**src/rtl/mem_bus_arbiter.sv**
```systemverilog
// Round-robin two-port sequencer for the shared memory bus; one transaction at a time, m_en held WAIT_CYCLES+1 cycles.
// Ack pulses one cycle after the last access cycle (two cycles after grant on error); a losing port simply waits holding req.
module mem_bus_arbiter #(
  parameter int unsigned WAIT_CYCLES = 1,
  parameter int unsigned ADDR_LIMIT  = 128
) (
  input  logic        clock,
  input  logic        reset,
  input  logic        req0,
  input  logic        rw0,
  input  logic [31:0] addr0,
  input  logic [31:0] wdata0,
  output logic [31:0] rdata0,
  output logic        ack0,
  output logic        err0,
  input  logic        req1,
  input  logic        rw1,
  input  logic [31:0] addr1,
  input  logic [31:0] wdata1,
  output logic [31:0] rdata1,
  output logic        ack1,
  output logic        err1,
  output logic        m_en,
  output logic        m_rw,
  output logic [31:0] abus,
  output logic [31:0] m_wdata,
  input  logic [31:0] m_rdata
);

  typedef enum logic [1:0] {IDLE, ACCESS, DONE} state_t;

  localparam logic [31:0] ADDR_MAX = 32'(ADDR_LIMIT - 4);
  localparam logic [3:0]  CNT_END  = 4'(WAIT_CYCLES);

  state_t      state_q;
  logic [3:0]  cnt_q;
  logic        gnt_q, last_q, rw_q, err_pend_q;
  logic        m_en_q, m_rw_q;
  logic [31:0] abus_q, m_wdata_q;
  logic        ack0_q, ack1_q, err0_q, err1_q;
  logic [31:0] rdata0_q, rdata1_q;

  logic        gnt_d, sel_rw_d;
  logic [31:0] sel_addr_d, sel_wdata_d;

  // Contention goes to the port that did not win last; a lone requester always wins.
  always_comb begin
    gnt_d       = (req0 && req1) ? ~last_q : req1;
    sel_rw_d    = gnt_d ? rw1    : rw0;
    sel_addr_d  = gnt_d ? addr1  : addr0;
    sel_wdata_d = gnt_d ? wdata1 : wdata0;
  end

  always_ff @(posedge clock) begin
    if (reset) begin
      state_q    <= IDLE;
      cnt_q      <= '0;
      gnt_q      <= 1'b0;
      last_q     <= 1'b1;
      rw_q       <= 1'b1;
      err_pend_q <= 1'b0;
      m_en_q     <= 1'b0;
      m_rw_q     <= 1'b1;
      abus_q     <= '0;
      m_wdata_q  <= '0;
      ack0_q     <= 1'b0;
      ack1_q     <= 1'b0;
      err0_q     <= 1'b0;
      err1_q     <= 1'b0;
      rdata0_q   <= '0;
      rdata1_q   <= '0;
    end else begin
      case (state_q)
        IDLE: begin
          if (req0 || req1) begin
            gnt_q  <= gnt_d;
            last_q <= gnt_d;
            rw_q   <= sel_rw_d;
            if (sel_addr_d > ADDR_MAX) begin
              err_pend_q <= 1'b1;
              state_q    <= DONE;
              if (gnt_d) rdata1_q <= '0;
              else       rdata0_q <= '0;
            end else begin
              err_pend_q <= 1'b0;
              state_q    <= ACCESS;
              cnt_q      <= '0;
              m_en_q     <= 1'b1;
              m_rw_q     <= sel_rw_d;
              abus_q     <= sel_addr_d;
              m_wdata_q  <= sel_rw_d ? 32'h0 : sel_wdata_d;
            end
          end
        end
        ACCESS: begin
          if (cnt_q != CNT_END) begin
            cnt_q <= cnt_q + 4'd1;
          end else begin
            if (rw_q) begin
              if (gnt_q) rdata1_q <= m_rdata;
              else       rdata0_q <= m_rdata;
            end
            m_en_q    <= 1'b0;
            m_wdata_q <= '0;
            if (gnt_q) ack1_q <= 1'b1;
            else       ack0_q <= 1'b1;
            state_q   <= DONE;
          end
        end
        DONE: begin
          // Error path spends one extra DONE cycle so ack/err emerge registered from the pending flag.
          if (err_pend_q) begin
            err_pend_q <= 1'b0;
            if (gnt_q) begin
              ack1_q <= 1'b1;
              err1_q <= 1'b1;
            end else begin
              ack0_q <= 1'b1;
              err0_q <= 1'b1;
            end
          end else begin
            ack0_q  <= 1'b0;
            ack1_q  <= 1'b0;
            err0_q  <= 1'b0;
            err1_q  <= 1'b0;
            state_q <= IDLE;
          end
        end
        default: state_q <= IDLE;
      endcase
    end
  end

  assign rdata0  = rdata0_q;
  assign rdata1  = rdata1_q;
  assign ack0    = ack0_q;
  assign ack1    = ack1_q;
  assign err0    = err0_q;
  assign err1    = err1_q;
  assign m_en    = m_en_q;
  assign m_rw    = m_rw_q;
  assign abus    = abus_q;
  assign m_wdata = m_wdata_q;

endmodule

```
**config.mk**
```make
export PLATFORM = sky130hd
export DESIGN_NAME = mem_bus_arbiter
export DESIGN_NICKNAME = d
export VERILOG_FILES = /design/src/rtl/mem_bus_arbiter.sv
export SDC_FILE = /design/constraint.sdc
export NUM_CORES = 1
export LEC_CHECK = 0
export ABC_AREA = 1
export CAP_MARGIN = 10
export CORE_ASPECT_RATIO = 0.9
export CORE_MARGIN = 2
export CORE_UTILIZATION = 39
export CTS_CLUSTER_DIAMETER = 60
export DETAILED_ROUTE_END_ITERATION = 8
export PLACE_DENSITY_LB_ADDON = 0.2
export SLEW_MARGIN = 10
export SYNTH_ARGS = -nofsm -noshare
export SYNTH_HDL_FRONTEND = slang
export SYNTH_SLANG_ARGS = --single-unit
```
**constraint.sdc**
```tcl
create_clock -name clock -period 1.8 [get_ports clock]
set_input_delay 0.18 -clock clock [delete_from_list [all_inputs] [get_ports clock]]
set_output_delay 0.18 -clock clock [all_outputs]
set_load 0.005 [all_outputs]
```
==> results.ini <==
[floorplanning]
die_area_um2 = 19210
coreArea_um2 = 17670
ios = 300
die_w_um = 145.9
die_h_um = 131.7
start_util_pct = 39.98
core.rowCount = 46

[sta]
setup_ws_ns = -0.3103
setup_viol = 137
slew_headroom_pct = 64.50
rsz0062_at_grt = yes
drv_slew = 0
finalHoldViolCount = 0
setup-tns-final_ns = -34.77
clock.fmax_ghz = 0.4739
timing.final.crit_share_pct = 117.2
min_period_ns = 2.110
worst_slew_pin_slew_ns = 0.5325
fin_skew_ns = 0.01248

[global_routing]
first_global_vias = 7182
grt_usage_pct = 23.31
grt_max_degree = 66
grt_antenna_before_repair = 0
grt_first_pass_wirelength_um = 36420
grt.overflow.total = 0

[final_layout]
post-route-util_pct = 65.64
drive_above_1_share_pct = 11.30
syn_to_final_growth_pct = 64.19
nets = 1588
antenna_cells = 0

[setup_path]
crit_chain = nand2_4, nand2_8, clkbuf_16, nand2_1, nand2_1, nor2_2, nand3_2, nor2_4, nand4_4, nand3_4, buf_12, nand2_1, nand2_1, nor2_1
startpoint_type = register
critPathSlowestCell = dfxtp_4
cp_slowest_stage_delay_ns = 0.36
critPathCaptureType = register
critPathMaxFanout = 30
crit_type = register to register
worstPathArrival_ns = 2.41
crit_top_cell = nand2_1
regToRegSetupSlack_ns = -0.31
worstPathRequired_ns = 2.10
rr_endpoint = rdata0[18]$_SDFFE_PP0P_
critPathBufInv = 2
rr_startpoint = last_q$_SDFFE_PP1P_
cp_top_family = simple AND/OR/NAND/NOR gates
rr_worst_depth = 14

[flow_run]
drv_cap = 0

[run_status]
violations = negative setup slack
outcome = finished with violations

[pwr]
p_int_uw = 7208
total_leakage_power_uw = 0.005238
swShare_pct = 29.82
power_density_nw_per_um2 = 885.6
ir_drop_uv = 695.9
pwr-share-clk_pct = 34.3
p_seq_share_pct = 35.5
pwr-share-comb_pct = 30.2
switching_power_uw = 3063

[drt]
routed_via_density = 4.579
first_iter_violations = 340
wl_um = 23240
ant_nets = 0
wl_per_cell_um = 13.89
vias = 7661
firstDrtPassIters = 5
drc_errors = 0

[logic_synthesis]
syn_nets = 1275
ys_types = 32
ys_ff_latch = 144
syn_avg_cell_area_um2 = 6.381
synth_area_um2 = 7064
syn-instance-count = 1107
ys.warnings.count = 0
yosysSeqAreaShare_pct = 40.81

[cts]
cts_max_path_buffers = 2
h-tree-depth = 4
tritoncts = yes
cts-root-buf = clkbuf_16
clk_latency_ns = 0.42
cts_hold_buf = 0
cts_sinks = 144
path_clk_slew_ns = 0.06
numCtsBuffers = 17

[hold_path]
hold_class = primary input to register
min_to = m_rw$_SDFFE_PP1P_
whs_path_depth = 3
min_from = reset

[place]
gp_congestion = 0.9113
io_buffer_count = 299
hpwl_um = 16520

[flip-flops by register name (all words and copies together), names as in the netlist]
register,cells
err1,1
ack1,1
cnt_q,4
rw_q,1
err_pend_q,1
ack0,1
abus,32
state_q,2
m_en,1
gnt_q,1
err0,1
last_q,1
m_wdata,32
rdata0,32
rdata1,32
m_rw,1
[worst reg2reg max path, cell delays in order, from the launching register on]
cell and delay (ns):
dfxtp_4 0.36, nand2_4 0.10, nand2_8 0.09, clkbuf_16 0.19, nand2_1 0.07, nand2_1 0.07
nor2_2 0.10, nand3_2 0.10, nor2_4 0.17, nand4_4 0.22, nand3_4 0.16, buf_12 0.18
nand2_1 0.08, nand2_1 0.07, nor2_1 0.04
[layer usage]
| layer | track usage (%) | share of wire, % |
|---|---|---|
| met5 | 0 | 0 |
| met4 | 5.283 | 0.68 |
| met3 | 9.271 | 8.9 |
| met2 | 38.29 | 47 |
| met1 | 28.75 | 44 |
[power groups by stage]
stage / Clock (uW) / Sequential (uW) / Combinational, uW
after detailed placement: 0 / 3710 / 2870
final: 3520 / 3650 / 3110
after floorplan: 0 / 3720 / 1460
after CTS: 3580 / 3650 / 2960
after global placement: 0 / 3710 / 2850
after global routing: 3720 / 3680 / 3430
[final cells by class]
type,instances,area (um^2)
Fill cell,1591,6071
Timing Repair Buffer,363,3704
Multi-Input combinational cell,749,3572
Sequential cell,144,2887
Inverter,145,546.8
Clock buffer,20,456.7
Tap cell,240,300.3
Clock inverter,12,132.6
[through the flow]
step	setup WS [ns]	cell area (um^2)	instances	power (uW)	hold WS [ns]
floorplan	-0.05466	7202	1107	5182	0.4017
detailed placement	-0.8038	10590	1631	6582	0.4409
finish	-0.3103	11600	1673	10270	0.09958
CTS	-0.2940	11310	1667	10190	0.09597
global route	-0.4540	11600	1673	10830	0.1015
global placement	-0.7583	10590	1631	6558	0.4392
[cells in the mapped netlist, drive strengths merged]
cell    number  share of area (%)
nand3b       3               0.32
o21bai       5               0.53
nand2      372                 20
xnor2        1               0.12
ha           2               0.35
nand4       32                3.0
a221oi       1               0.21
buf         36                2.9
dfxtp      144                 41
o21ai        6               0.42
nor3         1              0.071
or2          3               0.27
nor3b        3               0.32
inv        145                7.7
nor2       190                 10
clkbuf      33                1.8
nand3       54                4.1
a211oi      32                3.6
a21oi       44                3.1
[worst max-delay path by stage]
stage | start | endpoint | slack [ns] | depth (start not counted)
6_report | last_q$_SDFFE_PP1P_ | rdata0[18]$_SDFFE_PP0P_ | -0.31 | 14
5_1_grt | last_q$_SDFFE_PP1P_ | rdata0[18]$_SDFFE_PP0P_ | -0.45 | 14
4_1_cts | last_q$_SDFFE_PP1P_ | rdata0[18]$_SDFFE_PP0P_ | -0.29 | 14
3_5_place_dp | req0 | abus[18]$_SDFFE_PP0P_ | -0.80 | 14
3_3_place_gp | req0 | abus[5]$_SDFFE_PP0P_ | -0.76 | 14
2_1_floorplan | last_q$_SDFFE_PP1P_ | abus[5]$_SDFFE_PP0P_ | -0.05 | 14
[logic make-up after synthesis]
kind of cell / synth area share, %
adders and majority gates: 0.3542
DFF: 40.81
xor gates and xnor gates: 0.1240
and+or+nand+nor: 38.49
AOI/OAI and AO/OA: 7.864
buffers and inverters: 12.36
[repair_timing]
action	in CTS	in global routing
resized for setup	20	46
buffers inserted	2	3
pin swaps	2	9
endpoints found under the setup margin	137	137
gates cloned	2	3
[cell usage in the layout (no fill, tap or decap), drive strengths merged]
cell / synthesis / routed
a211oi: 32 / 32
a21oi: 44 / 44
a221oi: 1 / 1
buf: 36 / 62
bufinv: 0 / 2
clkbuf: 33 / 23
clkdlybuf4s50: 0 / 298
clkinv: 0 / 5
clkinvlp: 0 / 3
dfxtp: 144 / 144
ha: 2 / 2
inv: 145 / 147
nand2: 372 / 372
nand3: 54 / 54
nand3b: 3 / 3
nand4: 32 / 32
nor2: 190 / 190
nor3: 1 / 1
nor3b: 3 / 3
o21ai: 6 / 6
o21bai: 5 / 5
or2: 3 / 3
xnor2: 1 / 1
Note: power is estimated with default switching activity, not from simulation.
